==> config.mk <==
export PLATFORM = sky130hd
export DESIGN_NAME = stream_fork_flat
export DESIGN_NICKNAME = d
export VERILOG_FILES = /design/src/rtl/stream_fork_if.sv /design/src/rtl/stream_fork.sv /design/src/flat_wrapper.sv
export SDC_FILE = /design/constraint.sdc
export NUM_CORES = 1
export LEC_CHECK = 0
export BUFFER_PORTS_ARGS = -buffer_cell sky130_fd_sc_hd__buf_2
export CAP_MARGIN = 20
export CORE_AREA = 2 2 39 41
export DETAILED_ROUTE_END_ITERATION = 8
export DIE_AREA = 0 0 41 43
export PLACE_DENSITY = 0.69
export SKIP_LAST_GASP = 1
export SYNTH_ARGS = -nofsm -noshare
export SYNTH_HDL_FRONTEND = slang
export SYNTH_SLANG_ARGS = --single-unit
==> constraint.sdc <==
create_clock -name clk -period 2.5 [get_ports clk]
set_input_delay 0.25 -clock clk [delete_from_list [all_inputs] [get_ports clk]]
set_output_delay 0.25 -clock clk [all_outputs]
set_load 0.01 [all_outputs]
==> src/rtl/stream_fork_if.sv <==
// Handshaked stream bundle shared by the fork's input and output branches.
//   data  : payload, WIDTH bits
//   valid : beat present (driven by master)
//   last  : last beat of packet (driven by master)
//   ready : consumer can take the beat (driven by slave)
// A beat transfers on a clock edge where valid && ready.
interface stream_fork_if #(
  parameter int unsigned WIDTH = 4
);
  logic [WIDTH-1:0] data;
  logic             valid;
  logic             last;
  logic             ready;

  modport master (output data, output valid, output last, input ready);
  modport slave  (input data, input valid, input last, output ready);
endinterface

==> src/rtl/stream_fork.sv <==
// Splits one wide stream c into two independently registered streams a and b.
// The low half of c.data goes to a and the high half goes to b. Each branch
// has a one-entry register, so a stalled consumer on one branch never holds
// back a beat already delivered to the other branch.
//
// Parameters:
//   DATA_WD  : width of each branch payload; c.data is 2*DATA_WD wide
//   HAS_LAST : 0 = every beat goes to both branches
//              1 = every beat goes to a (with last); only last beats go to b
// Ports:
//   clk  : clock, rising edge
//   rst  : synchronous active-high reset
//   c    : input stream (slave), data = {b part, a part}
//   a    : branch a output stream (master), registered data/valid/last
//   b    : branch b output stream (master), registered data/valid; last tied 0
module stream_fork #(
  parameter int unsigned DATA_WD  = 4,
  parameter bit          HAS_LAST = 1'b0
) (
  input logic          clk,
  input logic          rst,
  stream_fork_if.slave  c,
  stream_fork_if.master a,
  stream_fork_if.master b
);

  logic               need_b;
  logic               a_free;
  logic               b_free;
  logic               c_ready;
  logic               c_fire;

  logic               a_valid_q;
  logic               a_last_q;
  logic [DATA_WD-1:0] a_data_q;
  logic               b_valid_q;
  logic [DATA_WD-1:0] b_data_q;

  // c_ready looks only at branch state, the consumers' ready and c.last;
  // it must never depend on c.valid.
  always_comb begin
    need_b  = !HAS_LAST || c.last;
    a_free  = !a_valid_q || a.ready;
    b_free  = !b_valid_q || b.ready;
    c_ready = a_free && (!need_b || b_free);
    c_fire  = c.valid && c_ready;
  end

  assign c.ready = c_ready;

  // Branch a: a load while draining replaces the entry without a bubble.
  always_ff @(posedge clk) begin
    if (rst) begin
      a_valid_q <= 1'b0;
      a_last_q  <= 1'b0;
      a_data_q  <= '0;
    end else if (c_fire) begin
      a_valid_q <= 1'b1;
      a_last_q  <= HAS_LAST && c.last;
      a_data_q  <= c.data[DATA_WD-1:0];
    end else if (a.ready) begin
      a_valid_q <= 1'b0;
    end
  end

  // Branch b: non-last beats (HAS_LAST=1) leave this register untouched.
  always_ff @(posedge clk) begin
    if (rst) begin
      b_valid_q <= 1'b0;
      b_data_q  <= '0;
    end else if (c_fire && need_b) begin
      b_valid_q <= 1'b1;
      b_data_q  <= c.data[2*DATA_WD-1:DATA_WD];
    end else if (b.ready) begin
      b_valid_q <= 1'b0;
    end
  end

  assign a.data  = a_data_q;
  assign a.valid = a_valid_q;
  assign a.last  = a_last_q;
  assign b.data  = b_data_q;
  assign b.valid = b_valid_q;
  assign b.last  = 1'b0;

endmodule

==> src/flat_wrapper.sv <==
// flat-port wrapper written by rule: the top's interface ports become plain ports
module stream_fork_flat 
#(
  parameter int unsigned DATA_WD  = 4,
  parameter bit          HAS_LAST = 1'b0
)
  (clk, rst, c_data, c_valid, c_last, c_ready, a_data, a_valid, a_last, a_ready, b_data, b_valid, b_last, b_ready);
  stream_fork_if #(.WIDTH(2*(4))) c_i ();
  stream_fork_if #(.WIDTH((4))) a_i ();
  stream_fork_if #(.WIDTH((4))) b_i ();
  input logic clk;
  input logic rst;
  input wire logic [$bits(c_i.data)-1:0] c_data;
  input wire logic [$bits(c_i.valid)-1:0] c_valid;
  input wire logic [$bits(c_i.last)-1:0] c_last;
  output wire logic [$bits(c_i.ready)-1:0] c_ready;
  output wire logic [$bits(a_i.data)-1:0] a_data;
  output wire logic [$bits(a_i.valid)-1:0] a_valid;
  output wire logic [$bits(a_i.last)-1:0] a_last;
  input wire logic [$bits(a_i.ready)-1:0] a_ready;
  output wire logic [$bits(b_i.data)-1:0] b_data;
  output wire logic [$bits(b_i.valid)-1:0] b_valid;
  output wire logic [$bits(b_i.last)-1:0] b_last;
  input wire logic [$bits(b_i.ready)-1:0] b_ready;
  assign c_i.data = c_data;
  assign c_i.valid = c_valid;
  assign c_i.last = c_last;
  assign c_ready = c_i.ready;
  assign a_data = a_i.data;
  assign a_valid = a_i.valid;
  assign a_last = a_i.last;
  assign a_i.ready = a_ready;
  assign b_data = b_i.data;
  assign b_valid = b_i.valid;
  assign b_last = b_i.last;
  assign b_i.ready = b_ready;
  stream_fork #(.DATA_WD(DATA_WD), .HAS_LAST(HAS_LAST)) u_core (.clk(clk), .rst(rst), .c(c_i), .a(a_i), .b(b_i));
endmodule
After elaboration in Yosys (flattened, before gate mapping)
Cells that the tools add are included.

word-level totals
  register bits = 10
  input bits = 14
  output and inout bits = 13
  logic and storage cells = 16

cells by class
  muxes and demuxes = 4
  reductions and logical operators = 8

operators with widths
  operator            number
  2-to-1 mux 1 bit    4
  nonzero test 2 bit  2
  logical AND 1 bit   2
  logical NOT 1 bit   2
  logical OR 1 bit    2

Longest topological paths before layout
  word-level depth = 5
  depth in mapped cells = 4
  mapped depth without buffers = 3

Worst setup path before layout
No wires, ideal clock.

  path type = reg2reg
  from = register u_core.a_valid_q, in the netlist u_core.a.valid
  to = register u_core.a_data_q[0], in the netlist u_core.a.data[0]
  setup time = 0.119 ns
  arrival = 0.876 ns
  data required time = 2.381 ns
  path slack = 1.505 ns
  cell stages (with the launch flop) = 5
  path buffers = 1
  period minus slack after synthesis = 0.995 ns
  cell sequence = dfxtp_1 nand2b_4 and3_4 buf_6 mux2i_1

between the ends
  cells in the longest elaborated chain, start to end = 4

ends and longest elaborated chain
  item                      line               source
  start: declaration        stream_fork.sv:33  logic a_valid_q;
  start signal: assignment  stream_fork.sv:54  a_valid_q <= 1'b0;
  start signal: assignment  stream_fork.sv:58  a_valid_q <= 1'b1;
  start signal: assignment  stream_fork.sv:62  a_valid_q <= 1'b0;
  logical NOT 1 bit         stream_fork.sv:43  a_free = !a_valid_q || a.ready;
  logical OR 1 bit          stream_fork.sv:43
  logical AND 1 bit         stream_fork.sv:45  c_ready = a_free && (!need_b || b_free);
  logical AND 1 bit         stream_fork.sv:46  c_fire = c.valid && c_ready;
  end signal: assignment    stream_fork.sv:60  a_data_q <= c.data[DATA_WD-1:0];
  end: declaration          stream_fork.sv:35  logic [DATA_WD-1:0] a_data_q;

No other way between the ends.
A chain may end at the register's enable or synchronous reset.

Final worst setup path
  from = register u_core.a_valid_q, in the netlist u_core.a.valid
  to = output port c_ready

between the ends
  cells in the longest elaborated chain, start to end = 3

ends and longest elaborated chain
  item               line                source
  logical NOT 1 bit  stream_fork.sv:43
  logical OR 1 bit   stream_fork.sv:43
  logical AND 1 bit  stream_fork.sv:45
  end: declaration   flat_wrapper.sv:16  output wire logic [$bits(c_i.ready)-1:0] c_ready;

No other way between the ends.

==> flow_summary.toml <==
[floorplanning]
boundaryPins = 27
rows = 14
initial_core_util_pct = 34.4
core-area_sq_mm = 0.00138
die_h_um = 43
die_w_um = 41
die_area_sq_mm = 0.00176

[critical_path]
reg2reg_slack_ns = 1.54
path_class = "register to primary output"
cp-end-kind = "primary output"
cp_slowest_cell = "dfxtp_1"
worst-path-buf-inv = 1
worstReg2RegEnd = "u_core.a.data[1]"
path_delay_family = "flip-flops"
crit_required_ns = 2.25
cp_slowest_stage_delay_ns = 0.37
cp_cell_sequence = "nand2b_4 > and2_2 > buf_2"
timing.rr.start = "u_core.a.valid"
rr_worst_depth = 3
cp_max_fo = 4
crit_path_start_kind = "register"
cp.arrival_ns = 0.99

[placed_design]
dp.cells = 82
gp_congestion = 0.544
post_dp_cell_area_sq_um = 584
place_ws_ns = 1.46
io_buffers = 23

[pwr]
power_density_mw_per_mm2 = 569
vdd_ir_drop_max_mv = 0.242
p_leak_nw = 0.302
p_total_uw = 345

[layout]
final_core_util_pct = 43.9
final_cells = 85
fillers = 151
fin_area_sq_um = 607
drive_above_1_share_pct = 43.5
diodes = 0
syn_to_final_growth_pct = 27.6
nets = 85

[timing]
slew_violations = 0
fmax_mhz = 803
final_hold_viol_count = 0
period_share_pct = 49.8
setup_slack_ns = 1.26
fin_crit_ns = 1.25
finClkSkew_ns = 0.00409
setup_tns_ns = 0
whs_ns = 0.249
rsz0062_at_grt = "false"
setup_viol = 0

[clocking]
cts_setup_buffers = 0
clock-sinks = 10
cts_max_level = 1
clock_latency_ns = 0.25
hold_buffers = 0
clk_pin_slew_ns = 0.06
cts_buffer_depth = 2
postCtsResizedCells = 0
cts-root-buf = "clkbuf_4"
cts_buffers = 3
tritoncts = "yes"

[synthesis]
ys_seq_area_share_pct = 42.1
synth_area_per_cell_sq_um = 10.3
synth_adder_area_share_pct = 0
synth_xor_xnor_area_share_pct = 0
synth.mux.area_fraction_pct = 16.8
syn_inst = 46
synth_cell_types = 12
synth-seq-cells = 10
synth_compound_gate_area_share_pct = 2.11
yosysWarnings = 0
synth_simple_gate_area_share_pct = 31.8
synth_top_family_by_area = "simple AND/OR/NAND/NOR gates"
netlist_area_sq_um = 475

[hold_path]
min_to = "u_core.b.data[1]"
min-delay-start = "c_data[5]"
hold_class = "input port to register"
hold_depth = 3

[detailed_routing]
drc = 0
dr.pass1.iters = 4
ant_nets = 0
wl_per_cell_um = 9.49
vias_per_cell = 4.29
vias = 365
finalWirelength_um = 807
drtIter0Drc = 5

[global_routing]
grt_pass1_vias = 336
grt_overflow = 0
grt_pass1_wl_um = 1300
grt_max_degree = 19
grt_use_total_pct = 10.7
antenna_found_initial = 0

[status]
status = "finished clean"

[job]
cap_violations = 0
## worst register-to-register path, delay by kind of cell (launching register included)
kind,cells,cell delay [ns]
flip-flops,1,0.33
multiplexers,1,0.20
AND/OR/NAND/NOR,2,0.36
## cell usage after synthesis (all sizes together)
cell / instances / area, sq um
a21oi: 2 / 10.0
and2: 1 / 7.51
and3: 1 / 11.3
buf: 3 / 26.3
clkbuf: 1 / 3.75
conb: 1 / 3.75
dfxtp: 10 / 200
mux2i: 8 / 80.1
nand2b: 18 / 128
nand3: 1 / 5.00
## registers in the layout (all words and copies together), names as in the netlist
register / count
u_core.a.data: 4
u_core.a.valid: 1
u_core.b.data: 4
u_core.b.valid: 1
## layer usage
metal | track usage [%] | wire length (um)
met1 | 13.3 | 346
met2 | 15.6 | 407
met3 | 1.57 | 53
met4 | 8.00 | 0
met5 | 0 | 0
## worst max-delay path by stage
stage	from	to	slack, ns	cells after the start
2_1_floorplan	u_core.a.valid	u_core.a.data[0]	1.51	4
3_3_place_gp	a_ready	c_ready	1.46	4
3_5_place_dp	a_ready	c_ready	1.46	4
4_1_cts	u_core.a.valid	c_ready	1.24	3
5_1_grt	u_core.a.valid	c_ready	1.19	3
6_report	u_core.a.valid	c_ready	1.26	3
## placed cells by master (no fill, tap or decap)
cell type / Yosys / routed
and2_2: 1 / 1
conb_1: 1 / 2
and3_4: 1 / 1
a21oi_1: 2 / 2
nand3_1: 1 / 1
buf_2: 0 / 23
dfxtp_1: 10 / 10
nand2b_4: 2 / 2
nand2b_1: 16 / 16
mux2i_1: 8 / 8
clkbuf_4: 0 / 3
## report_power, final
| group | switching [mW] | internal, mW |
|---|---|---|
| combinational | 0.0300 | 0.0348 |
| clock | 0.0473 | 0.0552 |
| sequential | 0.00644 | 0.171 |
## cell families (layout without fill, tap and decap cells)
kind of cell	count (synthesis)	count (layout)
AO/OA/AOI/OAI	2	2
buffers and inverters	4	26
flip-flops	10	10
multiplexers	8	8
other	1	2
AND/OR/NAND/NOR	21	21
## area by class of cell
cell class | count | area [sq um] | area share [%]
Multi-Input combinational cell | 33 | 249 | 41.0
Sequential cell | 10 | 200 | 33.0
Clock buffer | 3 | 22.5 | 3.71
Timing Repair Buffer | 23 | 115 | 19.0
Tap cell | 16 | 20.0 | 3.30
(Power assumes the default switching activity.)
